--- config.mk ---
export PLATFORM = sky130hd
export DESIGN_NAME = result_writeback
export DESIGN_NICKNAME = d
export VERILOG_FILES = /design/src/rtl/result_writeback.sv
export SDC_FILE = /design/constraint.sdc
export NUM_CORES = 1
export LEC_CHECK = 0
export CAP_MARGIN = 10
export CORE_ASPECT_RATIO = 1.4
export CORE_MARGIN = 5
export CORE_UTILIZATION = 30
export CTS_BUF_LIST = sky130_fd_sc_hd__clkbuf_4 sky130_fd_sc_hd__clkbuf_8 sky130_fd_sc_hd__clkbuf_16
export DETAILED_ROUTE_END_ITERATION = 10
export PLACE_DENSITY = 0.57
export REMOVE_ABC_BUFFERS = 1
export SLEW_MARGIN = 25
export SYNTH_ARGS = -nofsm -noshare
export SYNTH_HDL_FRONTEND = slang
export SYNTH_SLANG_ARGS = --single-unit
--- constraint.sdc ---
create_clock -name clk -period 10.7 [get_ports clk]
set_input_delay 1.605 -clock clk [delete_from_list [all_inputs] [get_ports clk]]
set_output_delay 1.605 -clock clk [all_outputs]
set_load 0.05 [all_outputs]
--- src/rtl/result_writeback.sv ---
// Result write-back: buffers vectors from the vector multiplier in a small skid FIFO
// and streams them into consecutive result-SRAM addresses whenever the write port is granted.
module result_writeback #(
    parameter int PARTIAL_SUM_BW = 20,
    parameter int MATRIX_SIZE    = 8,
    parameter int ADDRESSSIZE    = 10,
    parameter int NUM_VECTORS    = 8,
    parameter int FIFO_DEPTH     = 4
) (
    input  logic                                  clk,
    input  logic                                  rst,
    input  logic                                  start,
    input  logic [ADDRESSSIZE-1:0]                base_addr,
    input  logic                                  in_valid,
    input  logic [PARTIAL_SUM_BW*MATRIX_SIZE-1:0] in_data,
    input  logic                                  wr_grant,
    output logic                                  sram_we,
    output logic [ADDRESSSIZE-1:0]                sram_addr,
    output logic [PARTIAL_SUM_BW*MATRIX_SIZE-1:0] sram_wdata,
    output logic                                  busy,
    output logic                                  done,
    output logic                                  overflow
);
    localparam int LW = PARTIAL_SUM_BW * MATRIX_SIZE;
    localparam int PW = $clog2(FIFO_DEPTH);
    localparam int CW = $clog2(NUM_VECTORS + 1);
    localparam logic [PW:0]   DEPTH_C = (PW + 1)'(FIFO_DEPTH);
    localparam logic [CW-1:0] NV_C    = CW'(NUM_VECTORS);

    typedef enum logic [1:0] {IDLE, COLLECT, DRAIN, DONE} state_t;

    state_t                 state_q, state_d;
    logic [ADDRESSSIZE-1:0] base_q, base_d;
    logic [ADDRESSSIZE-1:0] wr_cnt_q, wr_cnt_d;
    logic [CW-1:0]          acc_cnt_q, acc_cnt_d;
    logic [PW-1:0]          rd_ptr_q, rd_ptr_d;
    logic [PW-1:0]          wr_ptr_q, wr_ptr_d;
    logic [PW:0]            fill_q, fill_d;
    logic                   overflow_q, overflow_d;
    logic                   sram_we_q, sram_we_d;
    logic [ADDRESSSIZE-1:0] sram_addr_q, sram_addr_d;
    logic [LW-1:0]          sram_wdata_q, sram_wdata_d;
    logic [LW-1:0]          fifo_mem [FIFO_DEPTH];

    logic fifo_empty, fifo_full, pop, push;

    assign fifo_empty = (fill_q == '0);
    assign fifo_full  = (fill_q == DEPTH_C);
    assign pop  = ((state_q == COLLECT) || (state_q == DRAIN)) && !fifo_empty && wr_grant;
    // A full FIFO still takes the vector when a slot frees up in the same cycle.
    assign push = (state_q == COLLECT) && in_valid && (!fifo_full || pop);

    always_comb begin
        state_d      = state_q;
        base_d       = base_q;
        wr_cnt_d     = wr_cnt_q;
        acc_cnt_d    = acc_cnt_q;
        rd_ptr_d     = rd_ptr_q;
        wr_ptr_d     = wr_ptr_q;
        fill_d       = fill_q;
        overflow_d   = overflow_q;
        sram_we_d    = 1'b0;
        sram_addr_d  = sram_addr_q;
        sram_wdata_d = sram_wdata_q;

        case (state_q)
            IDLE: begin
                if (start) begin
                    base_d     = base_addr;
                    wr_cnt_d   = '0;
                    acc_cnt_d  = '0;
                    rd_ptr_d   = '0;
                    wr_ptr_d   = '0;
                    fill_d     = '0;
                    overflow_d = 1'b0;
                    state_d    = COLLECT;
                end
            end
            COLLECT: begin
                if (in_valid) begin
                    // Dropped vectors still count toward the job length.
                    acc_cnt_d = acc_cnt_q + 1'b1;
                    if (!push) begin
                        overflow_d = 1'b1;
                    end
                    if (acc_cnt_d == NV_C) begin
                        state_d = DRAIN;
                    end
                end
            end
            DRAIN: begin
                if (fifo_empty) begin
                    state_d = DONE;
                end
            end
            DONE: begin
                state_d = IDLE;
            end
            default: begin
                state_d = IDLE;
            end
        endcase

        if (push) begin
            wr_ptr_d = wr_ptr_q + 1'b1;
        end
        if (pop) begin
            rd_ptr_d     = rd_ptr_q + 1'b1;
            wr_cnt_d     = wr_cnt_q + 1'b1;
            sram_we_d    = 1'b1;
            sram_addr_d  = base_q + wr_cnt_q;
            sram_wdata_d = fifo_mem[rd_ptr_q];
        end
        if (push && !pop) begin
            fill_d = fill_q + 1'b1;
        end else if (pop && !push) begin
            fill_d = fill_q - 1'b1;
        end
    end

    always_ff @(posedge clk or posedge rst) begin
        if (rst) begin
            state_q      <= IDLE;
            base_q       <= '0;
            wr_cnt_q     <= '0;
            acc_cnt_q    <= '0;
            rd_ptr_q     <= '0;
            wr_ptr_q     <= '0;
            fill_q       <= '0;
            overflow_q   <= 1'b0;
            sram_we_q    <= 1'b0;
            sram_addr_q  <= '0;
            sram_wdata_q <= '0;
        end else begin
            state_q      <= state_d;
            base_q       <= base_d;
            wr_cnt_q     <= wr_cnt_d;
            acc_cnt_q    <= acc_cnt_d;
            rd_ptr_q     <= rd_ptr_d;
            wr_ptr_q     <= wr_ptr_d;
            fill_q       <= fill_d;
            overflow_q   <= overflow_d;
            sram_we_q    <= sram_we_d;
            sram_addr_q  <= sram_addr_d;
            sram_wdata_q <= sram_wdata_d;
        end
    end

    // Storage only; validity is tracked by the pointers, so no reset is needed.
    always_ff @(posedge clk) begin
        if (push) begin
            fifo_mem[wr_ptr_q] <= in_data;
        end
    end

    assign sram_we    = sram_we_q;
    assign sram_addr  = sram_addr_q;
    assign sram_wdata = sram_wdata_q;
    assign busy       = (state_q == COLLECT) || (state_q == DRAIN);
    assign done       = (state_q == DONE);
    assign overflow   = overflow_q;

endmodule

==> run metrics, run 1 <==
clk root buf clkbuf_16; Clock Skew 0.0140 ns; Synth top area share 60.8%; largest net degree at the start of global routing 194; HPWL Detailed approximately 46,000 µm; crit share post-route around 38%; synthesized flop and latch total 845; layout cells sized above 1 approximately 16%; switching power 0.00409 W; CP Launch Type primary input; EDFF count, synth 640; Most common cell on crit path nand3_1; top cells by area, synth edfxtp_1, dfrtp_1, mux4_2; post-layout util 38.0%; static leakage 14.2 nW; Post-synth ARST share about 24%; Die X 284 µm; final setup violation count 0; Crit path required time 10.98 ns; slack of the critical path 6.65 ns; first-pass GRT wire length between 100,000 and 150,000 µm; Final nets 2,365; status finished clean; total negative slack 0 ns; Hold Fails Final Rpt 0; antenna violations before repair 17; slowest library cell on the worst path buf_4; # H-tree levels 3; Setup crit end kind flip-flop; cell count after synthesis 1,786; Core Box Area 104,000 µm²; CTS Buffer Depth 3; clk sinks 845; routed wire length 75,600 µm; routed len/inst approximately 21 µm; placed cell count 3,422; DR top layer met5; register area share after synthesis 77.1%; HP Class flip-flop to flip-flop; dominant synthesized flop cell edfxtp_1; Tightest Pin Transition 1.00 ns; syn_area_per_cell 17.7 µm²; clk slew on worst S/H paths 0.06 ns; logic gate share of total power 33.5%; via count between 15,000 and 20,000; wire length on met2 between 30,000 and 40,000 µm; First DRT Iteration DRCs roughly 900; most area-hungry cell type in the Yosys netlist edfxtp_1; CP delay by family, top buffers and inverters; post-CTS resize count 0; WP data arrival roughly 4.3 ns; global route overflow 0; slew margin rel. 33.1%; CTS hold repair buffers 0; post-layout minimum cycle time 4.05 ns; GP Congestion 0.752; Peak supply drop 0.213 mV; Non-Filler Instances roughly 3,600; ordered list of cells on the worst path clkdlybuf4s50_1 > nand2_1 > nand3_1 > nand3_1 > inv_1 > and2_4 > buf_4; drt pass-1 iters 5; mapped cell area 31,600 µm²; RSZ-0062 raised after global routing no; die footprint 112,000 µm²; Synth Warn # 0; Skew-Pair Late Insertion Delay 0.67 ns; Port Buf Inserts 348; I/O pins 349; Filler Cell Count 9,676; number of global-route vias before repair 17,900; total chip power 0.0115 W; Worst Path Class, Setup primary input to flip-flop; # Post-CTS Setup Buffers 0; most common cell in the netlist edfxtp_1; GRT Total Usage 13.4%; Unique masters post-synth 42; Flop pwr share about two fifths; most frequent cells after synthesis edfxtp_1, nand2_1, dfrtp_1, mux4_2, clkbuf_1; Critical Path Fanout Max 57; total CTS buffers 86; Cell Rows 140; Chip Height 394 µm; drc violations 0; DR WL met3 around 3800 µm; pwr/cell area 289 nW/µm²; Net Sw Frac 35.6%; P&R area growth vs syn 25.7%; achievable frequency roughly 0.25 GHz; worst path bufs/invs 3; Setup WS pre-CTS 5.65 ns; TritonCTS clock tree built; post-route ant nets 0; Max Slew Vio Count 0; slowest stage delay, CP 0.77 ns; Pint between 0.007 and 0.008 W; Initial Utilization 30.3%; Clk pwr share 27.5%; max cap viols 0; met1 WL 31,000 µm; Vias/cell 4.57
-- sequential cells by signal, indices dropped and copies added, names as in the netlist --
| signal | flops |
|---|---|
| acc_cnt_q | 4 |
| base_q | 10 |
| fifo_mem | 640 |
| fill_q | 3 |
| overflow | 1 |
| rd_ptr_q | 2 |
| sram_addr | 10 |
| sram_wdata | 160 |
| sram_we | 1 |
| state_q | 2 |
| wr_cnt_q | 10 |
| wr_ptr_q | 2 |
-- path summary, 6_finish.rpt --
check	from	to	slack, ns	depth (start not counted)
setup reg to reg	rd_ptr_q[0]	sram_wdata[68]	7.23	5
hold reg to reg	sram_wdata[48]	sram_wdata[48]	0.47	2
min in group asynchronous	rst	sram_addr[6]	1.43	2
max in group asynchronous	rst	rd_ptr_q[1]	6.96	4
hold / removal	sram_wdata[48]	sram_wdata[48]	0.47	2
setup / recovery	wr_grant	fifo_mem[2][54]	6.65	7
-- power groups by stage --
stage | Clock [W] | Combinational, W | Sequential, W
6_report | 0.00316 | 0.00385 | 0.00448
5_1_grt | 0.00339 | 0.00413 | 0.00455
4_1_cts | 0.00327 | 0.00393 | 0.00450
3_5_place_dp | 0 | 0.00391 | 0.00456
3_3_place_gp | 0 | 0.00388 | 0.00454
2_1_floorplan | 0 | 0.00163 | 0.00569
-- layout make-up --
cell class	count	area, µm²	share of cell area (%)
antenna	9	22.5	0.0567
clock buffer	111	2360	5.95
clock inverter	50	648	1.63
inverter	15	68.8	0.173
multi-input combinational	846	6850	17.2
sequential	845	24400	61.3
tap	1349	1690	4.25
timing repair buffer	369	3720	9.37
-- routing by layer --
metal	up-vias	GRT usage, %
li1	7451	-
met1	8515	16.7
met2	353	23.1
met3	96	3.15
met4	16	4.50
met5	-	0
-- cells in the final DEF (no fill, tap or decap), drive strengths merged, types with 2 or more instances in the layout --
cell type | synthesis | routed
inv | 15 | 25
edfxtp | 640 | 640
bufinv | 0 | 12
clkdlybuf4s50 | 0 | 348
nor3 | 5 | 5
and2 | 5 | 5
and3 | 2 | 2
nand2b | 4 | 4
o31ai | 4 | 4
o21ai | 31 | 31
diode | 0 | 9
clkinvlp | 0 | 4
clkbuf | 47 | 111
a21oi | 8 | 8
a21o | 3 | 3
nand2 | 519 | 519
ha | 26 | 26
nor2 | 10 | 10
nor2b | 2 | 2
mux2 | 11 | 11
mux4 | 160 | 160
clkinv | 0 | 24
buf | 33 | 21
dfrtp | 205 | 205
nand4 | 3 | 3
nand3 | 14 | 14
o31a | 2 | 2
xor2 | 5 | 5
o21a | 4 | 4
mux2i | 8 | 8
nor3b | 2 | 2
a22oi | 2 | 2
a31oi | 5 | 5
a211oi | 4 | 4
-- cells by family (layout without fill, tap and decap cells) --
logic type / Yosys count / after routing / synth area share, %
other cells: 0 / 9 / 0
compound gates: 68 / 68 / 1.32
xor+xnor: 6 / 6 / 0.166
mux: 179 / 179 / 12.1
fa+ha+maj: 27 / 27 / 1.09
simple gates: 566 / 566 / 6.98
buf+inv: 95 / 545 / 1.31
flops: 845 / 845 / 77.1
-- through the flow --
step	hold WS, ns	instance area (µm²)
floorplan	0.463	31200
finish	0.471	39700
global route	0.497	39700
global placement	0.461	36600
CTS	0.477	39600
detailed placement	0.461	36600
-- tightest hold or removal path: stages, from the launching register on --
cell	delay [ns]
dfrtp_1	0.34
nand2_1	0.05
nand2_1	0.05
No activity file was read; power rests on OpenSTA's default activity.
==> run 2: changes to the inputs <==
Clock period 10.7 ns to 3.75 ns, I/O delays scaled along.
==> run 2 against run 1 <==
Compared with the run above:
- sequential share of layout area decreased by 0.17 points
- register-to-register slack got worse by 6.3 ns
- wire length is 1.1% higher
- utilization up 0.11 points
- flip-flop and latch count unchanged
- via count increased by 1.0%
- combinational power grew to 2.9 times the previous value
- sequential power rose to 2.8 times the previous value
- largest cell class unchanged
- highest routed layer unchanged
==> run metrics, run 2 (synthesized netlist as in run 1, its figures left out) <==
status finished clean; Clk pwr share 26.6%; die footprint 112,000 µm²; GP Congestion approximately 0.76; Clock Skew 0.0188 ns; via count 16,600; TritonCTS clock tree built; Initial Utilization 30.3%; Cell Rows 140; routed wire length 76,500 µm; slowest library cell on the worst path clkdlybuf4s50_1; post-layout minimum cycle time 2.94 ns; RSZ-0062 raised after global routing no; drt pass-1 iters 5; layout cells sized above 1 ~16%; clk root buf clkbuf_16; post-CTS resize count 0; crit share post-route approximately four fifths; most frequent cells in the layout edfxtp_1, nand2_1, clkdlybuf4s50_1, dfrtp_1, mux4_2; Filler Cell Count 9,588; P&R area growth vs syn 26.1%; switching power 0.0116 W; first-pass GRT wire length between 100,000 and 150,000 µm; hold slack final 0.444 ns; # Post-CTS Setup Buffers 0; max cap viols 0; final setup violation count 0; Crit path required time 3.19 ns; number of global-route vias before repair 17,800; design area 39,800 µm²; First DRT Iteration DRCs 961; Die X 284 µm; WP data arrival approximately 2.4 ns; clk sinks 845; total chip power 0.0325 W; total CTS buffers between 80 and 90; Peak supply drop 0.546 mV; Worst Path Class, Setup flip-flop to output pin; post-route ant nets 0; GRT Total Usage 13.5%; Net Sw Frac 35.7%; slowest stage delay, CP 0.84 ns; Critical Path Fanout Max 4; most flop-heavy register fifo_mem; placed cell count 3,436; achievable frequency around 0.34 GHz; ordered list of cells on the worst path inv_1 > ha_1 > clkdlybuf4s50_1; CTS hold repair buffers 0; drc violations 0; Non-Filler Instances between 3,000 and 4,000; max FFs per register 640; CTS Buffer Depth 3; DP Area 36,900 µm²; global route overflow 0; logic gate share of total power 34.4%; CP delay by family, top buffers and inverters; Port Buf Inserts about 350; routed len/inst 21.2 µm; Flop pwr share 39.0%; HPWL Detailed roughly 49,000 µm; worst path bufs/invs 2; largest net degree at the start of global routing 98; I/O pins 349; Chip Height just under 400 µm; Skew-Pair Late Insertion Delay 0.67 ns; slew margin rel. a little under two fifths; most common cell after layout, fill and taps aside edfxtp_1; HP Class primary input to asynchronous set/reset pin; CP Launch Type flip-flop; Setup crit end kind output pin; clk slew on worst S/H paths 0.06 ns; Hold Fails Final Rpt 0; Vias/cell 4.61; pwr/cell area 817 nW/µm²; static leakage 14.3 nW; Pint 0.0209 W; Tightest Pin Transition slightly above 0.9 ns; antenna violations before repair 16; Core Box Area 104,000 µm²; # H-tree levels 3; Max Slew Vio Count 0; Final nets 2,376
run 2: changes by cell type in the layout (fill, tap and decap cells not counted), moves of 2 or more:
| cell | change |
|---|---|
| clkbuf_4 | -6 |
| buf_12 | +15 |
| buf_4 | +3 |
| buf_6 | -4 |
| clkinv_1 | +2 |
| buf_16 | -2 |
| inv_16 | -3 |
| inv_6 | -3 |
| clkbuf_8 | +10 |
| clkbuf_16 | +2 |
| bufinv_16 | -7 |
| inv_8 | +2 |
run 2: final cells by class:
| type | instances | area, µm² | area share (%) |
|---|---|---|---|
| Clock buffer | 117 | 2510 | 6.30 |
| Multi-Input combinational cell | 846 | 6850 | 17.2 |
| Antenna cell | 9 | 22.5 | 0.0566 |
| Tap cell | 1349 | 1690 | 4.24 |
| Clock inverter | 41 | 393 | 0.986 |
| Inverter | 15 | 68.8 | 0.173 |
| Sequential cell | 845 | 24400 | 61.2 |
| Timing Repair Buffer | 381 | 3940 | 9.90 |
run 2: final timing paths:
path                          startpoint                to  slack [ns]  cells after the start
setup / recovery              state_q[1]              busy        0.81                      3
setup reg to reg              state_q[1]  fifo_mem[2][107]        0.95                      8
hold / removal                       rst      sram_addr[8]        0.44                      2
max in group asynchronous            rst    sram_wdata[53]        2.44                      3
hold reg to reg            sram_wdata[9]     sram_wdata[9]        0.47                      2
min in group clk           sram_wdata[9]     sram_wdata[9]        0.47                      2
run 2: through the flow:
stage / worst slack [ns] / setup TNS, ns / util (%)
after floorplan: -4.46 / -2488.64 / -
after global placement: 0.602 / 0 / 35.3
after detailed placement: 0.646 / 0 / 35.3
after CTS: 0.723 / 0 / 38.1
after global routing: 0.686 / 0 / 38.1
final: 0.806 / 0 / 38.1
run 2: metal layers:
layer	wire (µm)	GRT usage, %	share of wire, %	up-vias
met3	4020	3.17	5.3	130
met1	31100	16.6	41	8597
met2	39000	23.2	51	391
met5	57	0	0.075	-
li1	-	-	-	7474
met4	2320	5.17	3.0	10
run 2: power by group through the flow:
stage | sequential [W] | combinational (W) | clock (W)
4_1_cts | 0.0127 | 0.0114 | 0.00892
2_1_floorplan | 0.0161 | 0.00432 | 0
5_1_grt | 0.0129 | 0.0120 | 0.00929
6_report | 0.0127 | 0.0112 | 0.00865
3_5_place_dp | 0.0129 | 0.0114 | 0
3_3_place_gp | 0.0128 | 0.0113 | 0
==> RTL edit: new RTL, config.mk and constraints of run 2 <==
Make the reset (`rst`) synchronous in one clocked block.
--- a/src/rtl/result_writeback.sv
+++ b/src/rtl/result_writeback.sv
@@ -120,3 +120,3 @@
 
-    always_ff @(posedge clk or posedge rst) begin
+    always_ff @(posedge clk) begin
         if (rst) begin
Check against the original RTL: differs if rst is asserted again (counterexample within 4 cycles, from zero or initial values and one cycle with rst high); with rst held inactive, the same outputs for 4 cycles.
==> RTL edit against run 2 <==
Synthesized area is 1.7% lower. Worst setup slack got worse by 80 ps. Wire length increased by 0.66%. Final area shrank 2.0%. Critical path depth grew 6. Sequential cell count stayed put. Fmax shrank 2.6%.
Power is not compared: it rests on default switching activity, and its combinational part moved more than twofold at a synthesized area within 25%.
==> RTL edit: results (changes against run 2) <==
- Drt wl/cell: 21.2 um (about the same)
- Met3 routed wirelength: 4120 um (was 4020 um)
- Mux cell area share after synthesis: 0.117 (was 0.121)
- Nets: 2,406 (was 2,376)
- Post-synthesis cell area: 31,000 um^2 (was 31,600 um^2)
- Mean Syn Cell Area: 16.9 um^2 (was 17.7 um^2)
- Clock skew: 20.7 ps (was 18.8 ps)
- Yosys cell types: 52 (was 42)
- Largest net degree at the start of global routing: 113 (was 98)
- Sequential-to-total area share from yosys stat: 0.751 (was 0.771)
- Top cells by area, synth: edfxtp_1 62%, dfxtp_1 13%, mux4_2 12% (was edfxtp_1 61%, dfrtp_1 16%, mux4_2 11%)
- Synth cell count leaders: 640 x edfxtp_1, 364 x nand2_1, 205 x dfxtp_1, 195 x a21oi_1, 160 x mux4_2 (was 640 x edfxtp_1, 519 x nand2_1, 205 x dfrtp_1, 160 x mux4_2, 47 x clkbuf_1)
- FF-to-FF End: fill_q[1]$_SDFFE_PP0P_ (was fifo_mem[2][107]$_DFFE_PP_)
- NonClk Buf Share: 0.100 (was 0.0990)
- Register area: 23,300 um^2 (was 24,400 um^2)
- Outcome: complete, no violations (unchanged)
- Final-layout clock buffer total: 125 (was 117)
- Compound-Gate Fraction of Synth Area: 0.0424 (was 0.0132)
- XOR/XNOR share of the synthesized area: 0.00169 (was 0.00166)
- Worst r2r src: state_q[0]$_SDFFE_PP0P_ (was state_q[1]$_DFFE_PP0P_)
- Worst Hold Class: input port to register (was input port to asynchronous set/reset pin)
- Reg2Reg Depth: 9 (was 8)
- Post-Place Worst Slack: 649 ps (was 646 ps)
- Post-Route M1 WL: 30,800 um (was 31,100 um)
- Fin util: 0.380 (was 0.381)
- Final Non-Filler Cells: 3,624 (was 3,603)
- CP arrival: 3590 ps (was 2380 ps)
- Slowest stage cell, crit path: o32ai_1 (was clkdlybuf4s50_1)
- Critical path's largest stage delay: 590 ps (was 840 ps)
- Vias in the first global route: 18,200 (was 17,800)
- Count of multi-input gates: 879 (was 846)
- Non-clock buffer count: 377 (was 381)
- Initial DRC count: 933 (was 961)
- CTS buffer count: 86 (was 85)
- Met2 usage: 0.243 (was 0.232)
==> RTL edit: power groups by stage <==
stage / clock network [uW] / registers [uW] / logic [uW]
floorplan: 0 / 11900 / 1630
global placement: 0 / 11100 / 3600
detailed placement: 0 / 11200 / 3640
CTS: 8880 / 11000 / 3650
global route: 9250 / 11000 / 3860
finish: 8580 / 11000 / 3580
==> RTL edit: worst max path at each step <==
stage                                  to  slack (ps)  cells past startpoint
5_1_grt            fill_q[1]$_SDFFE_PP0P_         640                      9
3_5_place_dp       fill_q[1]$_SDFFE_PP0P_         650                      8
6_report           fill_q[1]$_SDFFE_PP0P_         730                      9
4_1_cts                              busy         710                      3
3_3_place_gp    fifo_mem[2][90]$_DFFE_PP_         710                      6
2_1_floorplan  sram_wdata[0]$_SDFFE_PP0P_       -3820                      3
==> RTL edit: kinds of logic after synthesis <==
family	Yosys count
xor+xnor	6
compound gates	242
buf+inv	117
flops	845
fa+ha+maj	27
mux	163
simple gates	441
